$ cat config.mk
export PLATFORM = sky130hd
export DESIGN_NAME = alu_arbiter
export DESIGN_NICKNAME = d
export VERILOG_FILES = /design/src/rtl/alu_pkg.sv /design/src/rtl/alu.sv /design/src/rtl/alu_arbiter.sv
export SDC_FILE = /design/constraint.sdc
export NUM_CORES = 1
export LEC_CHECK = 0
export BUFFER_PORTS_ARGS = -buffer_cell sky130_fd_sc_hd__buf_2
export CAP_MARGIN = 30
export CORE_MARGIN = 2
export CORE_UTILIZATION = 25
export CTS_BUF_LIST = sky130_fd_sc_hd__clkbuf_8
export CTS_CLUSTER_SIZE = 12
export DETAILED_ROUTE_END_ITERATION = 6
export HOLD_SLACK_MARGIN = 0.12
export SYNTH_ARGS = -nofsm -noshare
export SYNTH_HDL_FRONTEND = slang
export SYNTH_SLANG_ARGS = --single-unit
$ cat constraint.sdc
create_clock -name clk -period 14.45 [get_ports clk]
set_input_delay 0.7225 -clock clk [delete_from_list [all_inputs] [get_ports clk]]
set_output_delay 0.7225 -clock clk [all_outputs]
set_load 0.01 [all_outputs]
$ cat src/rtl/alu_pkg.sv
// alu_pkg: shared ALU definitions used by the ALU, its arbiter and the
// pipeline decoder.
//   ALU_W        - datapath width of the shared ALU
//   alu_op_t     - the twelve legal 4-bit operation codes
//   alu_op_legal - 1 when a raw 4-bit code is one of the legal operations
package alu_pkg;

  localparam int ALU_W = 32;

  typedef enum logic [3:0] {
    OP_AND  = 4'b0000,
    OP_OR   = 4'b0001,
    OP_ADD  = 4'b0010,
    OP_SUB  = 4'b0110,
    OP_SLT  = 4'b0111,
    OP_NOR  = 4'b1100,
    OP_XOR  = 4'b1101,
    OP_BEQ  = 4'b1000,
    OP_BGTZ = 4'b1001,
    OP_BLEZ = 4'b1010,
    OP_BGEZ = 4'b1011,
    OP_BLTZ = 4'b1111
  } alu_op_t;

  function automatic logic alu_op_legal(input logic [3:0] op);
    case (op)
      OP_AND, OP_OR, OP_ADD, OP_SUB, OP_SLT, OP_NOR, OP_XOR,
      OP_BEQ, OP_BGTZ, OP_BLEZ, OP_BGEZ, OP_BLTZ: return 1'b1;
      default:                                    return 1'b0;
    endcase
  endfunction

endpackage

$ cat src/rtl/alu.sv
// alu: purely combinational 32-bit ALU.
//   a, b   in  operands (a is the only operand for the single-operand
//              branch tests and is treated as signed there)
//   op     in  4-bit operation code (alu_op_t)
//   result out operation result; 0 for an illegal code
//   zero   out result == 0 (for branch tests: 1 means branch taken)
//   err    out op is not a legal code
module alu
  import alu_pkg::*;
(
  input  logic [ALU_W-1:0] a,
  input  logic [ALU_W-1:0] b,
  input  logic [3:0]       op,
  output logic [ALU_W-1:0] result,
  output logic             zero,
  output logic             err
);

  logic signed [ALU_W-1:0] sa;
  logic signed [ALU_W-1:0] sb;

  assign sa = a;
  assign sb = b;

  // Branch tests produce 0 when taken and 1 when not taken, so the zero
  // flag doubles as the "taken" indication.
  always_comb begin
    result = '0;
    case (op)
      OP_AND:  result = a & b;
      OP_OR:   result = a | b;
      OP_ADD:  result = a + b;
      OP_SUB:  result = a - b;
      OP_SLT:  result = {{(ALU_W-1){1'b0}}, (sa < sb)};
      OP_NOR:  result = ~(a | b);
      OP_XOR:  result = a ^ b;
      OP_BEQ:  result = {{(ALU_W-1){1'b0}}, (a != b)};
      OP_BGTZ: result = {{(ALU_W-1){1'b0}}, !(sa > 0)};
      OP_BLEZ: result = {{(ALU_W-1){1'b0}}, !(sa <= 0)};
      OP_BGEZ: result = {{(ALU_W-1){1'b0}}, !(sa >= 0)};
      OP_BLTZ: result = {{(ALU_W-1){1'b0}}, !(sa < 0)};
      default: result = '0;
    endcase
  end

  assign zero = (result == '0);
  assign err  = !alu_op_legal(op);

endmodule

$ cat src/rtl/alu_arbiter.sv
// alu_arbiter: shares one alu between two requesters with a registered,
// tagged response one cycle after each transfer.
//   STARVE_LIMIT  contested cycles port 0 may win in a row before port 1
//                 is forced through (1..15)
//   clk, reset    clock, synchronous active-high reset
//   hold          freeze: no grants while high
//   reqN_valid/ready/a/b/op  request port N (port 0 has priority)
//   rsp_valid     response present this cycle (cannot be back-pressured)
//   rsp_id        port that issued the response
//   rsp_result    ALU result
//   rsp_zero      result == 0 (branch taken for branch-test ops)
//   rsp_err       op was not a legal code
module alu_arbiter
  import alu_pkg::*;
#(
  parameter int STARVE_LIMIT = 4
) (
  input  logic             clk,
  input  logic             reset,
  input  logic             hold,
  input  logic             req0_valid,
  output logic             req0_ready,
  input  logic [ALU_W-1:0] req0_a,
  input  logic [ALU_W-1:0] req0_b,
  input  logic [3:0]       req0_op,
  input  logic             req1_valid,
  output logic             req1_ready,
  input  logic [ALU_W-1:0] req1_a,
  input  logic [ALU_W-1:0] req1_b,
  input  logic [3:0]       req1_op,
  output logic             rsp_valid,
  output logic             rsp_id,
  output logic [ALU_W-1:0] rsp_result,
  output logic             rsp_zero,
  output logic             rsp_err
);

  localparam logic [3:0] LIMIT = 4'(STARVE_LIMIT);

  function automatic logic [3:0] sat_inc(input logic [3:0] c);
    return (c >= LIMIT) ? LIMIT : c + 4'd1;
  endfunction

  logic [3:0]       starve_cnt;
  logic             open_p0;
  logic             both_p0;
  logic             pick1_p0;
  logic             xfer_p0;
  logic [ALU_W-1:0] a_p0;
  logic [ALU_W-1:0] b_p0;
  logic [3:0]       op_p0;
  logic [ALU_W-1:0] alu_result;
  logic             alu_zero;
  logic             alu_err;

  logic             rsp_valid_p1;
  logic             rsp_id_p1;
  logic [ALU_W-1:0] rsp_result_p1;
  logic             rsp_zero_p1;
  logic             rsp_err_p1;

  // ---- stage p0: arbitration and operand mux ----
  assign open_p0  = !reset && !hold;
  assign both_p0  = req0_valid && req1_valid;
  // Port 1 wins when alone, or when port 0 has used up its starvation budget.
  assign pick1_p0 = req1_valid && (!req0_valid || starve_cnt == LIMIT);

  // Readies only assert for a requesting port, so ready alone means transfer.
  assign req0_ready = open_p0 && req0_valid && !pick1_p0;
  assign req1_ready = open_p0 && pick1_p0;
  assign xfer_p0    = req0_ready || req1_ready;

  assign a_p0  = pick1_p0 ? req1_a  : req0_a;
  assign b_p0  = pick1_p0 ? req1_b  : req0_b;
  assign op_p0 = pick1_p0 ? req1_op : req0_op;

  alu u_alu (
    .a      (a_p0),
    .b      (b_p0),
    .op     (op_p0),
    .result (alu_result),
    .zero   (alu_zero),
    .err    (alu_err)
  );

  always_ff @(posedge clk) begin
    if (reset) begin
      starve_cnt <= '0;
    end else if (!hold) begin
      starve_cnt <= (both_p0 && req0_ready) ? sat_inc(starve_cnt) : 4'd0;
    end
  end

  // ---- stage p1: registered response ----
  always_ff @(posedge clk) begin
    if (reset) begin
      rsp_valid_p1  <= 1'b0;
      rsp_id_p1     <= 1'b0;
      rsp_result_p1 <= '0;
      rsp_zero_p1   <= 1'b0;
      rsp_err_p1    <= 1'b0;
    end else begin
      rsp_valid_p1 <= xfer_p0;
      if (xfer_p0) begin
        rsp_id_p1     <= req1_ready;
        rsp_result_p1 <= alu_result;
        rsp_zero_p1   <= alu_zero;
        rsp_err_p1    <= alu_err;
      end
    end
  end

  assign rsp_valid  = rsp_valid_p1;
  assign rsp_id     = rsp_id_p1;
  assign rsp_result = rsp_result_p1;
  assign rsp_zero   = rsp_zero_p1;
  assign rsp_err    = rsp_err_p1;

endmodule
==> results of run 1 <==
-- worst max-delay path: cells and delay by family (launching register included) --
family | cells | cell delay, ns
AND/OR/NAND/NOR | 7 | 3.05
AO/OA/AOI/OAI | 5 | 1.31
buffers and inverters | 3 | 1.02
adder cells (fa/ha/maj) | 2 | 0.62
multiplexers | 1 | 0.44
flip-flops | 1 | 0.34
-- area by class of cell --
type / instances / area (sq um)
Fill cell: 3720 / 23700
Multi-Input combinational cell: 1026 / 6960
Timing Repair Buffer: 190 / 981
Sequential cell: 40 / 801
Tap cell: 448 / 561
Inverter: 104 / 390
Clock buffer: 5 / 68.8
Clock inverter: 3 / 18.8
Antenna cell: 1 / 2.50
-- sequential cells by signal, indices dropped and copies added, names as in the netlist --
name        cells
rsp_valid       1
rsp_zero        1
starve_cnt      4
rsp_id          1
rsp_err         1
rsp_result     32
-- worst max path at each step --
stage                                  to                        from  slack [ns]  cells past startpoint
CTS                 rsp_zero$_SDFFE_PP0P_  starve_cnt[0]$_SDFFE_PP0N_        7.55                     18
floorplan           rsp_zero$_SDFFE_PP0P_                  req1_valid        8.27                     21
global route        rsp_zero$_SDFFE_PP0P_  starve_cnt[0]$_SDFFE_PP0N_        6.93                     19
detailed placement  rsp_zero$_SDFFE_PP0P_                  req0_valid        7.33                     17
global placement    rsp_zero$_SDFFE_PP0P_                  req1_valid        7.38                     17
finish              rsp_zero$_SDFFE_PP0P_  starve_cnt[0]$_SDFFE_PP0N_        7.53                     18
-- metal layers --
metal,part of all wire [%],GRT usage (%),vias up,routed length [um]
met2,43,30.9,555,15900
li1,-,-,4783,-
met1,45,28.9,4791,16800
met4,2.7,5.69,0,1010
met3,9.1,2.71,66,3380
met5,0,0,-,0
-- power by group through the flow --
stage / Sequential, mW / Clock, mW / Combinational [mW]
floorplan: 0.125 / 0 / 0.285
global placement: 0.123 / 0 / 0.424
detailed placement: 0.123 / 0 / 0.425
CTS: 0.120 / 0.0757 / 0.427
global route: 0.121 / 0.0820 / 0.473
finish: 0.120 / 0.0724 / 0.436
-- cells by family after synthesis --
family | after synthesis | share of synthesized area, %
compound gates | 377 | 30.8
xor+xnor | 12 | 1.24
fa+ha+maj | 101 | 15.1
buf+inv | 183 | 8.71
flops | 40 | 9.45
mux | 76 | 9.30
simple gates | 460 | 25.4
-- cell usage after synthesis (16+ instances only) --
cell and number:
a221oi_1 17, a21oi_1 89, clkbuf_1 53, nand2b_1 16
mux2i_1 66, ha_1 99, nand2_1 164, nor2_1 123
inv_1 104, nand3_1 21, o31ai_1 21, nor3_1 36
nor4_1 23, a211oi_1 34, dfxtp_1 40, o21ai_0 53
-- through the flow --
stage	worst slack, ns	util (%)	area, sq um	hold slack [ns]	power (mW)
4_1_cts	7.55	29.2	9780	0.464	0.623
5_1_grt	6.93	29.2	9780	0.486	0.676
2_1_floorplan	8.27	-	8470	0.439	0.411
6_report	7.53	29.3	9780	0.464	0.628
3_5_place_dp	7.33	29.0	9690	0.453	0.548
3_3_place_gp	7.38	29.0	9690	0.441	0.547
==> metrics.md, run 1 <==
| Metric | Value |
|---|---|
| Status | `complete, no violations` |
| #FFs+latches synth | `40` |
| Gr ovfl total | `0` |
| Post-Syn Area | `8470 sq um` |
| R2R setup slack | `7.53 ns` |
| Vias in the first global route | `9559` |
| Prevailing post-synth register cell | `dfxtp_1` |
| Finished Layout Cells | `1817` |
| Final ANT Viol Nets | `0` |
| Final slew viol count | `0` |
| Hold Path Sink | `rsp_result[22]$_SDFFE_PP0P_` |
| Peak Freq | `145 MHz` |
| Area Growth Syn to Fin | `15.5%` |
| Dpl cells | `1808` |
| Final setup violation count | `0` |
| Share of post-route cells with drive strength above 1 | `16.9%` |
| WP data required | `14.66 ns` |
| Cts hold-fix bufs | `0` |
| Switching Fraction | `51.9%` |
| Reg clk slew, reported paths | `0.08 ns` |
| Mean Syn Cell Area | `6.78 sq um` |
| Post-CTS sizing | `0` |
| Fin crit period | `6.92 ns` |
| Worst IR drop on VDD | `35.7 uV` |
| Worst r2r path cells | `18` |
| Die X | `188 um` |
| Critical Path AT | `7.13 ns` |
| CP cell instances | `inv_1 -> ha_1 -> and4b_4 -> nor2_4 -> buf_4 -> mux2i_1 -> inv_1 -> ha_1 -> or3_1 -> or4_1 -> o31ai_1 -> o221ai_1 -> a2111oi_2 -> o31a_1 -> nand4_1 -> or4_1 -> or4_1 -> o31ai_1` |
| Crit-path slowest cell | `buf_4` |
| Startpoint types | `register` |
| Tcrit/Tclk final | `47.9%` |
| Die Y | `188 um` |
| Routed WL | `37.1 mm` |
| Root Buffer | `clkbuf_8` |
| Setup tns final | `0 ns` |
| DR vias/cell | `5.61` |
| Worst rel slew slack | `32.1%` |
| Switch Pwr | `0.326 mW` |
| DR iter-0 viols | `1181` |
| Syn_nets | `1491` |
| Post-DP HPWL | `30.0 mm` |
| Post-synth cell types | `85` |
| RSZ-0062 raised after global routing | `no` |
| Die area | `35400 sq um` |
| Worst setup EP type | `register` |
| Clock Skew | `0.00821 ns` |
| # H-tree levels | `2` |
| Initial antenna violation count | `1` |
| Worst skew pair latency | `0.29 ns` |
| Area leader, netlist | `ha_1` |
| Post-Syn Instances | `1249` |
| Register area share after synthesis | `9.45%` |
| Critical path class | `reg -> reg` |
| CTS Sinks | `40` |
| Final hold vios | `0` |
| Total CTS buffers | `5` |
| First-pass GRT wire length | `55.9 mm` |
| Leakage | `4.59 nW` |
| Most used cell along the critical path | `or4_1` |
| Worst Tran Pin Value | `0.999 ns` |
| Layout Nets | `1609` |
| Post-DR wirelength/cell | `20.4 um` |
| CTS Buffer Depth | `2` |
| Power density cells | `64.2 nW/um^2` |
| Most frequent cells in the layout | `buf_2 (178), nand2_1 (164), nor2_1 (122)` |
| Number of setup buffers added after CTS | `0` |
| Asr flop ratio synth | `0%` |
| Register share of total power | `19.1%` |
| Synth top area share | `14.6%` |
| MaxCap Viol Count | `0` |
| Largest net degree at the start of global routing | `67` |
| Vias | `10200` |
| CTS tree | `yes` |
| Peak per-stage delay on the critical path | `0.83 ns` |
| Hold wc startpoint | `rsp_result[22]$_SDFFE_PP0P_` |
| DRC | `0` |
| Syn. warnings | `0` |
| Clock share of power | `11.5%` |
| Gr usage total | `20.0%` |
| Io pins | `179` |
| R2R Path End | `rsp_zero$_SDFFE_PP0P_` |
| Core Region | `33400 sq um` |
| Post-synth EDFFs | `0` |
| Commonest non-fill, non-tap cell in the layout | `buf_2` |
| Area contributors post-synth | `ha_1 (15%), dfxtp_1 (9.5%), mux2i_1 (7.8%)` |
| Worst reg2reg startpoint | `starve_cnt[0]$_SDFFE_PP0N_` |
| Comb pwr share | `69.4%` |
| P_int | `0.303 mW` |
| Hold Path Cell Cnt | `2` |
| Port bufs | `178` |
| Initial core utilization | `25.3%` |
| RD Place Congestion | `0.957` |
| Row count | `67` |
| Crit path max fanout | `66` |
| Type of the most critical hold path | `reg -> reg` |
| First-pass DRT Iterations | `6` |
(Power assumes the default switching activity.)
==> run 2, diff against run 1 <==
==> constraint.sdc (replaced) <==
create_clock -name clk -period 5.95 [get_ports clk]
set_input_delay 0.2975 -clock clk [delete_from_list [all_inputs] [get_ports clk]]
set_output_delay 0.2975 -clock clk [all_outputs]
set_load 0.01 [all_outputs]
==> run 2 against run 1 <==
Critical path depth did not move. Largest cell class unchanged. Hold slack worse by 0.19 ns. Cell count up 4.1%. Highest routed layer is now met5. Setup slack lost 7.2 ns. Global-route usage up 1.2 points. Sequential share of layout area shrank 0.51 points. Wire length is 6.8% higher. Die area unchanged. Register-to-register slack got worse by 7.2 ns. Sequential cell count stayed put. Core utilization is 1.9 points higher. Combinational power grew to 2.7 times the previous value.
==> metrics.md, run 2 (synthesized netlist as in run 1, its figures left out) <==
| Metric | Value |
|---|---|
| Status | `complete, no violations` |
| Die X | `188 um` |
| Max FFs per register | `32` |
| Critical Path AT | `5.83 ns` |
| Die area | `35400 sq um` |
| Final slew viol count | `0` |
| Worst setup EP type | `register` |
| Peak per-stage delay on the critical path | `0.52 ns` |
| Die Y | `188 um` |
| Worst Tran Pin Value | `1.02 ns` |
| Fillers | `3691` |
| Largest net degree at the start of global routing | `56` |
| Setup slack after layout | `0.328 ns` |
| Worst rel slew slack | `29.8%` |
| Leakage | `4.99 nW` |
| First-pass DRT Iterations | `6` |
| Type of the most critical hold path | `in -> reg` |
| Worst slack at placement | `-0.0729 ns` |
| Peak Freq | `178 MHz` |
| Post-DR wirelength/cell | `20.9 um` |
| Routed WL | `39.6 mm` |
| Startpoint types | `register` |
| CTS Buffer Depth | `2` |
| Layout Nets | `1685` |
| RD Place Congestion | `0.960` |
| Worst skew pair latency | `0.29 ns` |
| DRC | `0` |
| Top layer in use | `met5` |
| Initial antenna violation count | `4` |
| # H-tree levels | `2` |
| CTS Sinks | `40` |
| Wire length on met1 | `17.9 mm` |
| Total CTS buffers | `5` |
| Most frequent cells in the layout | `buf_2 (178), nand2_1 (164), nor2_1 (122)` |
| Setup tns final | `0 ns` |
| Final ANT Viol Nets | `0` |
| Area Growth Syn to Fin | `23.2%` |
| Initial core utilization | `25.3%` |
| Gr usage total | `21.2%` |
| First-pass GRT wire length | `58.8 mm` |
| CTS tree | `yes` |
| Vias in the first global route | `9848` |
| Top delay family on crit path | `simple AND/OR/NAND/NOR gates` |
| Port bufs | `178` |
| Cts hold-fix bufs | `0` |
| Metal2 WL | `17.7 mm` |
| Worst IR drop on VDD | `99.0 uV` |
| MaxCap Viol Count | `0` |
| Post-DP HPWL | `31.7 mm` |
| Commonest non-fill, non-tap cell in the layout | `buf_2` |
| Met3 wire length | `3.10 mm` |
| WP data required | `6.16 ns` |
| Buf/Inv on CP | `3` |
| Tcrit/Tclk final | `94.5%` |
| Most used cell along the critical path | `or4_1` |
| Reg clk slew, reported paths | `0.08 ns` |
| Clock Skew | `0.00536 ns` |
| Final setup violation count | `0` |
| RSZ-0062 raised after global routing | `no` |
| DR iter-0 viols | `991` |
| Core Region | `33400 sq um` |
| Area occupied by multi-input gates | `6970 sq um` |
| Row count | `67` |
| Critical path class | `reg -> reg` |
| DR vias/cell | `5.55` |
| Share of post-route cells with drive strength above 1 | `21.2%` |
| N_diodes | `0` |
| Fin crit period | `5.62 ns` |
| Crit path max fanout | `19` |
| Gr ovfl total | `0` |
| Power density cells | `164 nW/um^2` |
| CP cell instances | `inv_1 -> ha_1 -> and4b_4 -> or2_4 -> buf_12 -> mux2i_1 -> inv_1 -> ha_1 -> nand3b_1 -> or4_1 -> o31ai_1 -> o221ai_1 -> a2111oi_2 -> o31a_1 -> nand4_1 -> or4_1 -> or4_1 -> o31ai_1` |
| FF+latch area | `801 sq um` |
| Root Buffer | `clkbuf_8` |
| Vias | `10500` |
| Io pins | `179` |
| Crit-path slowest cell | `or4_1` |
| Final hold vios | `0` |
run 2: cell types whose count changed in the layout (fill, tap and decap cells not counted), moves of 2 or more:
cell,previous run,this run
clkbuf_8,5,7
buf_8,0,2
buf_4,12,81
buf_12,0,3
clkinv_2,2,0
run 2: layer usage:
layer / track usage, % / vias to the layer above
li1: - / 4933
met4: 5.00 / 2
met1: 29.7 / 5001
met2: 34.5 / 501
met5: 0 / -
met3: 2.56 / 67
run 2: worst paths after layout:
path | from | to | slack [ns] | cells past startpoint
min | hold | starve_cnt[3]$_SDFFE_PP0N_ | 0.28 | 3
max | starve_cnt[0]$_SDFFE_PP0N_ | rsp_zero$_SDFFE_PP0P_ | 0.33 | 18
max reg2reg | starve_cnt[0]$_SDFFE_PP0N_ | rsp_zero$_SDFFE_PP0P_ | 0.33 | 18
min reg2reg | rsp_result[22]$_SDFFE_PP0P_ | rsp_result[22]$_SDFFE_PP0P_ | 0.46 | 2
run 2: cell type report:
class / count / share of cell area (%)
well taps: 448 / 5.37
inverters: 104 / 3.74
multi-input cells: 1028 / 66.8
clock buffers: 7 / 0.923
clock inverters: 1 / 0.288
flip-flops and latches: 40 / 7.67
repair buffers: 264 / 15.2
run 2: stage by stage:
| stage | power, mW | utilization, % | hold WS [ns] | area, sq um | std cells |
|---|---|---|---|---|---|
| 6_report | 1.71 | 31.2 | 0.275 | 10400 | 1892 |
| 5_1_grt | 1.82 | 31.2 | 0.285 | 10400 | 1892 |
| 4_1_cts | 1.68 | 30.9 | 0.262 | 10300 | 1885 |
| 3_5_place_dp | 1.43 | 30.5 | 0.447 | 10200 | 1876 |
| 3_3_place_gp | 1.42 | 30.5 | 0.443 | 10200 | 1875 |
| 2_1_floorplan | 0.997 | - | 0.411 | 8480 | 1249 |
run 2: what timing repair did:
| item | in CTS | in global routing |
|---|---|---|
| pin swaps | 1 | 1 |
| resized for setup | 0 | 4 |
| cloned | 1 | 1 |
| endpoints found under the setup margin | 1 | 1 |
| setup buffers | 0 | 5 |
run 2: worst reg2reg max path, cell delays in order, from the launching register on:
cell and delay [ns]:
dfxtp_1 0.32, inv_1 0.09, ha_1 0.16, and4b_4 0.36
or2_4 0.33, buf_12 0.20, mux2i_1 0.43, inv_1 0.21
ha_1 0.48, nand3b_1 0.21, or4_1 0.41, o31ai_1 0.24
o221ai_1 0.17, a2111oi_2 0.24, o31a_1 0.27, nand4_1 0.17
or4_1 0.52, or4_1 0.51, o31ai_1 0.23
run 2: power by group:
part	switching, mW	internal (mW)	total, mW
Sequential	0.00724	0.283	0.291
Clock	0.0933	0.148	0.241
Combinational	0.731	0.444	1.18
